===== src/rtl/bit_serial_adder.sv =====
// bit_serial_adder: area-minimal sequential adder. It loads two WIDTH-bit operands and a
// carry-in, then adds one bit pair per clock, LSB first. A single carry flip-flop closes the
// loop through one mux_carry_slice. Start/busy/done handshake.
//
// Ports (bit_serial_adder):
//   clk    in  1      system clock, rising edge
//   rst_n  in  1      asynchronous active-low reset
//   start  in  1      sample a_in/b_in/cin and begin (honoured in IDLE only)
//   a_in   in  WIDTH  operand A
//   b_in   in  WIDTH  operand B
//   cin    in  1      initial carry-in
//   busy   out 1      high while bits are being processed
//   done   out 1      one-cycle pulse: sum/cout valid
//   sum    out WIDTH  result, held until the next done
//   cout   out 1      final carry-out, held with sum
//
// Ports (mux_carry_slice):
//   i_a, i_b  in  1  operand bits
//   i_cin     in  1  incoming carry
//   o_cout    out 1  outgoing carry

// Carry as a 2:1 mux: when the bits differ the carry propagates, otherwise it equals a (= b).
module mux_carry_slice (
  input  logic i_a,
  input  logic i_b,
  input  logic i_cin,
  output logic o_cout
);
  assign o_cout = (i_a ^ i_b) ? i_cin : i_a;
endmodule

module bit_serial_adder #(
  parameter int unsigned WIDTH = 8
) (
  input  logic             clk,
  input  logic             rst_n,
  input  logic             start,
  input  logic [WIDTH-1:0] a_in,
  input  logic [WIDTH-1:0] b_in,
  input  logic             cin,
  output logic             busy,
  output logic             done,
  output logic [WIDTH-1:0] sum,
  output logic             cout
);

  localparam int unsigned CntW = (WIDTH > 1) ? $clog2(WIDTH) : 1;
  localparam logic [CntW-1:0] LastCnt = CntW'(WIDTH - 1);

  typedef enum logic [1:0] {StIdle, StShift, StDone} state_e;

  state_e          r_state;
  logic [WIDTH-1:0] r_areg;
  logic [WIDTH-1:0] r_breg;
  logic [WIDTH-1:0] r_acc;
  logic [WIDTH-1:0] r_sum;
  logic [CntW-1:0]  r_cnt;
  logic             r_carry;
  logic             r_cout;
  logic             r_busy;
  logic             r_done;

  logic             w_carry;
  logic             w_sbit;
  logic [WIDTH-1:0] w_acc_next;

  mux_carry_slice u_carry (
    .i_a    (r_areg[0]),
    .i_b    (r_breg[0]),
    .i_cin  (r_carry),
    .o_cout (w_carry)
  );

  assign w_sbit     = r_areg[0] ^ r_breg[0] ^ r_carry;
  // Sum bits enter at the MSB and shift down, so after WIDTH steps bit 0 is the first sum bit.
  assign w_acc_next = {w_sbit, r_acc[WIDTH-1:1]};

  always_ff @(posedge clk or negedge rst_n) begin
    if (!rst_n) begin
      r_state <= StIdle;
      r_areg  <= '0;
      r_breg  <= '0;
      r_acc   <= '0;
      r_sum   <= '0;
      r_cnt   <= '0;
      r_carry <= 1'b0;
      r_cout  <= 1'b0;
      r_busy  <= 1'b0;
      r_done  <= 1'b0;
    end else begin
      unique case (r_state)
        StIdle: begin
          r_done <= 1'b0;
          if (start) begin
            r_areg  <= a_in;
            r_breg  <= b_in;
            r_carry <= cin;
            r_cnt   <= '0;
            r_acc   <= '0;
            r_busy  <= 1'b1;
            r_state <= StShift;
          end
        end
        StShift: begin
          r_carry <= w_carry;
          r_acc   <= w_acc_next;
          r_areg  <= r_areg >> 1;
          r_breg  <= r_breg >> 1;
          r_cnt   <= r_cnt + 1'b1;
          if (r_cnt == LastCnt) begin
            r_sum   <= w_acc_next;
            r_cout  <= w_carry;
            r_busy  <= 1'b0;
            r_done  <= 1'b1;
            r_state <= StDone;
          end
        end
        StDone: begin
          r_done  <= 1'b0;
          r_state <= StIdle;
        end
        default: begin
          r_busy  <= 1'b0;
          r_done  <= 1'b0;
          r_state <= StIdle;
        end
      endcase
    end
  end

  assign busy = r_busy;
  assign done = r_done;
  assign sum  = r_sum;
  assign cout = r_cout;

endmodule


===== config.mk =====
export PLATFORM = sky130hd
export DESIGN_NAME = bit_serial_adder
export DESIGN_NICKNAME = d
export VERILOG_FILES = /design/src/rtl/bit_serial_adder.sv
export SDC_FILE = /design/constraint.sdc
export NUM_CORES = 1
export LEC_CHECK = 0
export ABC_AREA = 1
export CAP_MARGIN = 20
export CORE_MARGIN = 4
export CORE_UTILIZATION = 55
export DETAILED_ROUTE_END_ITERATION = 8
export HOLD_SLACK_MARGIN = 0.02
export PLACE_DENSITY = 0.81
export SKIP_LAST_GASP = 1
export SYNTH_ARGS = -nofsm -noshare
export SYNTH_HDL_FRONTEND = slang
export SYNTH_HIERARCHICAL = 1
export SYNTH_SLANG_ARGS = --single-unit

===== constraint.sdc =====
create_clock -name clk -period 3.41 [get_ports clk]
set_clock_uncertainty 0.2 [all_clocks]
set_input_delay 0.682 -clock clk [delete_from_list [all_inputs] [get_ports clk]]
set_output_delay 0.682 -clock clk [all_outputs]
set_load 0.005 [all_outputs]

After elaboration in Yosys (flattened, before gate mapping). Index checks and enable logic that the tools add are counted.

Add/sub/neg operators: 1. Eq/ne operators: 5. Muxes and demuxes: 19. Bitwise logic cells: 3. Reduce and logical (&&, ||, !) cells: 6.

Operator list (number): 8-bit one-hot mux with 2 select lines (3); 8-bit two-way mux (3); 1-bit two-way mux (6); 3-bit one-hot mux with 2 select lines (1); 2-bit AND reduction (3); 2-bit two-way mux (2); 2-bit != test, second input constant (2); 2-bit one-hot mux with 2 select lines (1); 3-bit by 1-bit adder with 3-bit output, second input constant (1); 3-bit equality test, second input constant (1); 3-bit two-way mux (1); 1-bit one-hot mux with 3 select lines (1); 3-bit AND reduction (1); 2-bit by 1-bit equality test with 1-bit output, second input constant (1); 2-bit equality test, second input constant (1); 2-bit logical NOT (1); 1-bit one-hot mux with 2 select lines (1); 2-bit nonzero test (1); 1-bit bitwise XOR (2); 1-bit NOT (1).

Register bits: 41. Input bits: 20. Output and inout port bits: 11. Word-level logic and storage cells: 44.

Longest topological paths before layout.
Depth after elaboration: 3. Depth in mapped cells: 8. Mapped depth without buffers: 7.

By module. Netlist, hierarchy kept.

By module, submodules not included: bit_serial_adder (times used 1, cells each 207, area an instance 1968.1 um^2, seq. area each 1001.0 um^2); mux_carry_slice (times used 1, cells each 4, area an instance 16.3 um^2, seq. area each 0.0 um^2).

Worst setup path before layout. OpenSTA, ideal clock, no wires.

Path type: flip-flop to flip-flop. From: reg r_cnt[0]. To: reg r_sum[6] (netlist: sum[6]). Library setup time: 0.074 ns. Arrival: 1.262 ns. Data required time: 3.136 ns. Path slack: 1.874 ns. Cell stages (with the launch flop): 9. Clock period less this slack: 1.536 ns. Cells stage by stage: dfrtp_1 -> ha_1 -> ha_1 -> inv_1 -> nor2_2 -> inv_2 -> buf_6 -> nand2_1 -> o21ai_2.

Cells in the longest elaborated chain, start to end: 2.

RTL lines: start: declaration (RTL line 57) `logic [CntW-1:0] r_cnt;`; start signal: assignment (RTL line 109) `r_cnt <= r_cnt + 1'b1;`; 3-bit equality test (RTL line 110) `if (r_cnt == LastCnt) begin`; 2-bit AND reduction (no line); end signal: assignment (RTL line 111) `r_sum <= w_acc_next;`; end: declaration (RTL line 56) `logic [WIDTH-1:0] r_sum;`.

No other way between the ends. A chain may end at the register's enable or synchronous reset.

Worst setup path in the final report.
From: reg r_done (netlist: done). To: out done.

RTL lines: start: declaration (RTL line 61) `logic r_done;`; start signal: assignment (RTL line 89) `r_done <= 1'b0;`; start signal: assignment (RTL line 93) `r_done <= 1'b0;`; start signal: assignment (RTL line 114) `r_done <= 1'b1;`; end: declaration (RTL line 42) `output logic done,`.

No word-level cell between the ends.

==> qor.yml <==
slew_headroom: 0.4291
routed_wl_um: 3430
syn_area_sq_um: 1984
ys_seq_elements: 40
worst_pin_slew_ps: 856.4
synthTopCellsByCount: "56 x nand2_1, 40 x dfrtp_1, 34 x inv_1"
synth_most_common_cell: "nand2_1"
grt_first_pass_wirelength_um: 6030
avgRoutedWirePerCell_um: 11.95
place.gp.congestion: 0.8480
r2r_cells: 7
multi_input_comb_area_sq_um: 737.0
firstDrtPassIters: 4
switching_power_w: 0.0008277
p_int_w: 0.001263
power_leakage_nw: 1.161
rows: 21
crit_path_cell_trace: "clkdlybuf4s50_1"
area_growth_pct: 16.20
synth_edf_count: 0
cts_root_buf: "clkbuf_4"
overflow: 0
worst-setup-path-type: "register to output port"
status: "complete, no violations"
initial_core_util: 0.5810
peakVddDrop_uv: 428.8
clock_sinks: 40
critPathArrivalTime_ps: 1230
fill_cells: 280
grt_pass1_vias: 1333
portBuffers: 30
async_flop_share: 1.000
ctsHoldBuffers: 0
final-setup-viol-count: 0
die_area_sq_um: 4633
yosys-top-cells-area: "dfrtp_1 50%, nand2_1 11%, o21ai_2 8.8%"
h-tree-depth: 2
synth.avg_cell_area_sq_um: 9.405
postCtsSetupRepairBufs: 0
max_freq_ghz: 0.4732
synth_top_area_cell: "dfrtp_1"
path_max_fanout: 2
drive_above_1_share: 0.2075
netlist_instances: 211
hpwl_um: 2403
seq_area_sq_um: 1001
tns_ps: 0
crit_buf_inv: 1
drc: 0
cts_resized: 0
critical-path-top-delay-family: "buffers and inverters"
clkTransAtPathRegs_ps: 120
critPathMaxStageDelay_ps: 500
io_pins: 31
hold_class: "primary input to asynchronous set/reset pin"
maxCapViolCount: 0
numCtsBuffers: 5
core_sq_um: 3416
grt_start_max_net_pins: 41
nets: 262
slew_viol_final: 0
power_frac_seq: 0.391
switching_share: 0.3959
drtAntennaViolNets: 0
drtIter0Drc: 105
ys_types: 24
cts_max_path_buffers: 2
crit_required_ps: 2530
combPwrFrac: 0.462
die_x_um: 68.07
cp_slowest_cell: "clkdlybuf4s50_1"
finalCritPeriodShare: 0.6197
period_minus_slack_ps: 2113
hold_viol: 0
p_clk_frac: 0.147
power_density_nw_per_um2: 906.6
clock_latency_ps: 350
cts_tree: "done"
synth_top_cell_area_share: 0.5044
hold_slack_ps: 222.7
insertedDiodeCount: 0
synth_nets: 233
start_kind: "register"
synthFlopType: "dfrtp_1"
worst-path-stages: 1
rsz0062_at_grt: "no"
via_count: 1390
antenna_found_initial: 0
yosysSeqAreaShare: 0.5044
die-height_um: 68.07
ys_warn_count: 6
viasPerCell: 4.843
grt_usage: 0.1794
endpoint_kind: "output port"
[metal layers]
| metal | global-route usage | up-vias | share of wire |
|---|---|---|---|
| li1 | - | 717 | - |
| met1 | 0.2314 | 648 | 0.46 |
| met2 | 0.2840 | 17 | 0.48 |
| met3 | 0.03941 | 8 | 0.030 |
| met4 | 0.08933 | 0 | 0.023 |
| met5 | 0 | - | 0 |
[path summary, 6_finish.rpt]
kind	to	slack, ps	from
max	done	1300	done$_DFFE_PN0N_
min	sum[1]$_DFFE_PN0P_	220	rst_n
max reg2reg	sum[0]$_DFFE_PN0P_	1680	r_cnt[0]$_DFFE_PN0P_
min reg2reg	cout$_DFFE_PN0P_	300	cout$_DFFE_PN0P_
max in group asynchronous	r_breg[1]$_DFFE_PN0P_	2250	rst_n
min in group clk	cout$_DFFE_PN0P_	300	cout$_DFFE_PN0P_
[power by group through the flow]
stage	clock network [W]	registers, W	logic, W
after floorplan	0	0.000809	0.000799
after global placement	0	0.000819	0.000947
after detailed placement	0	0.000826	0.000977
after CTS	0.000314	0.000817	0.000983
after global routing	0.000331	0.000848	0.00111
final	0.000308	0.000818	0.000965
[through the flow]
step	cells	setup slack, ps	utilization	cell area [sq um]	power, W
2_1_floorplan	211	1874	-	1984	0.001608
3_3_place_gp	279	1172	0.6527	2230	0.001766
3_5_place_dp	279	1138	0.6527	2230	0.001803
4_1_cts	287	1273	0.6751	2306	0.002113
5_1_grt	287	1232	0.6751	2306	0.002290
6_report	287	1297	0.6751	2306	0.002091
[cell usage in the layout, fill, tap and decap left out, drive strengths merged]
cell,instances
a21oi,5
buf,1
bufinv,1
clkbuf,6
clkdlybuf4s50,29
clkinv,1
dfrtp,40
ha,2
inv,37
nand2,61
nand3,16
nand4,2
nor2,11
o21ai,23
o22ai,6
[kinds of logic after synthesis]
| kind of cell | Yosys count | share of synthesized area |
|---|---|---|
| simple gates | 90 | 0.2276 |
| flops | 40 | 0.5044 |
| buf+inv | 45 | 0.1242 |
| compound gates | 34 | 0.1311 |
| fa+ha+maj | 2 | 0.01261 |
[sequential cells by signal, indices dropped and copies added, names as in the netlist]
signal	flops
sum	8
r_carry	1
r_state	2
r_acc	7
cout	1
done	1
busy	1
r_breg	8
r_cnt	3
r_areg	8
[final cells by class]
class | instances | area share
Clock buffer | 6 | 0.01791
Tap cell | 46 | 0.02496
Clock inverter | 2 | 0.01519
Sequential cell | 40 | 0.4341
Multi-Input combinational cell | 126 | 0.3196
Inverter | 37 | 0.06023
Timing Repair Buffer | 30 | 0.1281
Note: power is estimated with default switching activity, not from simulation.
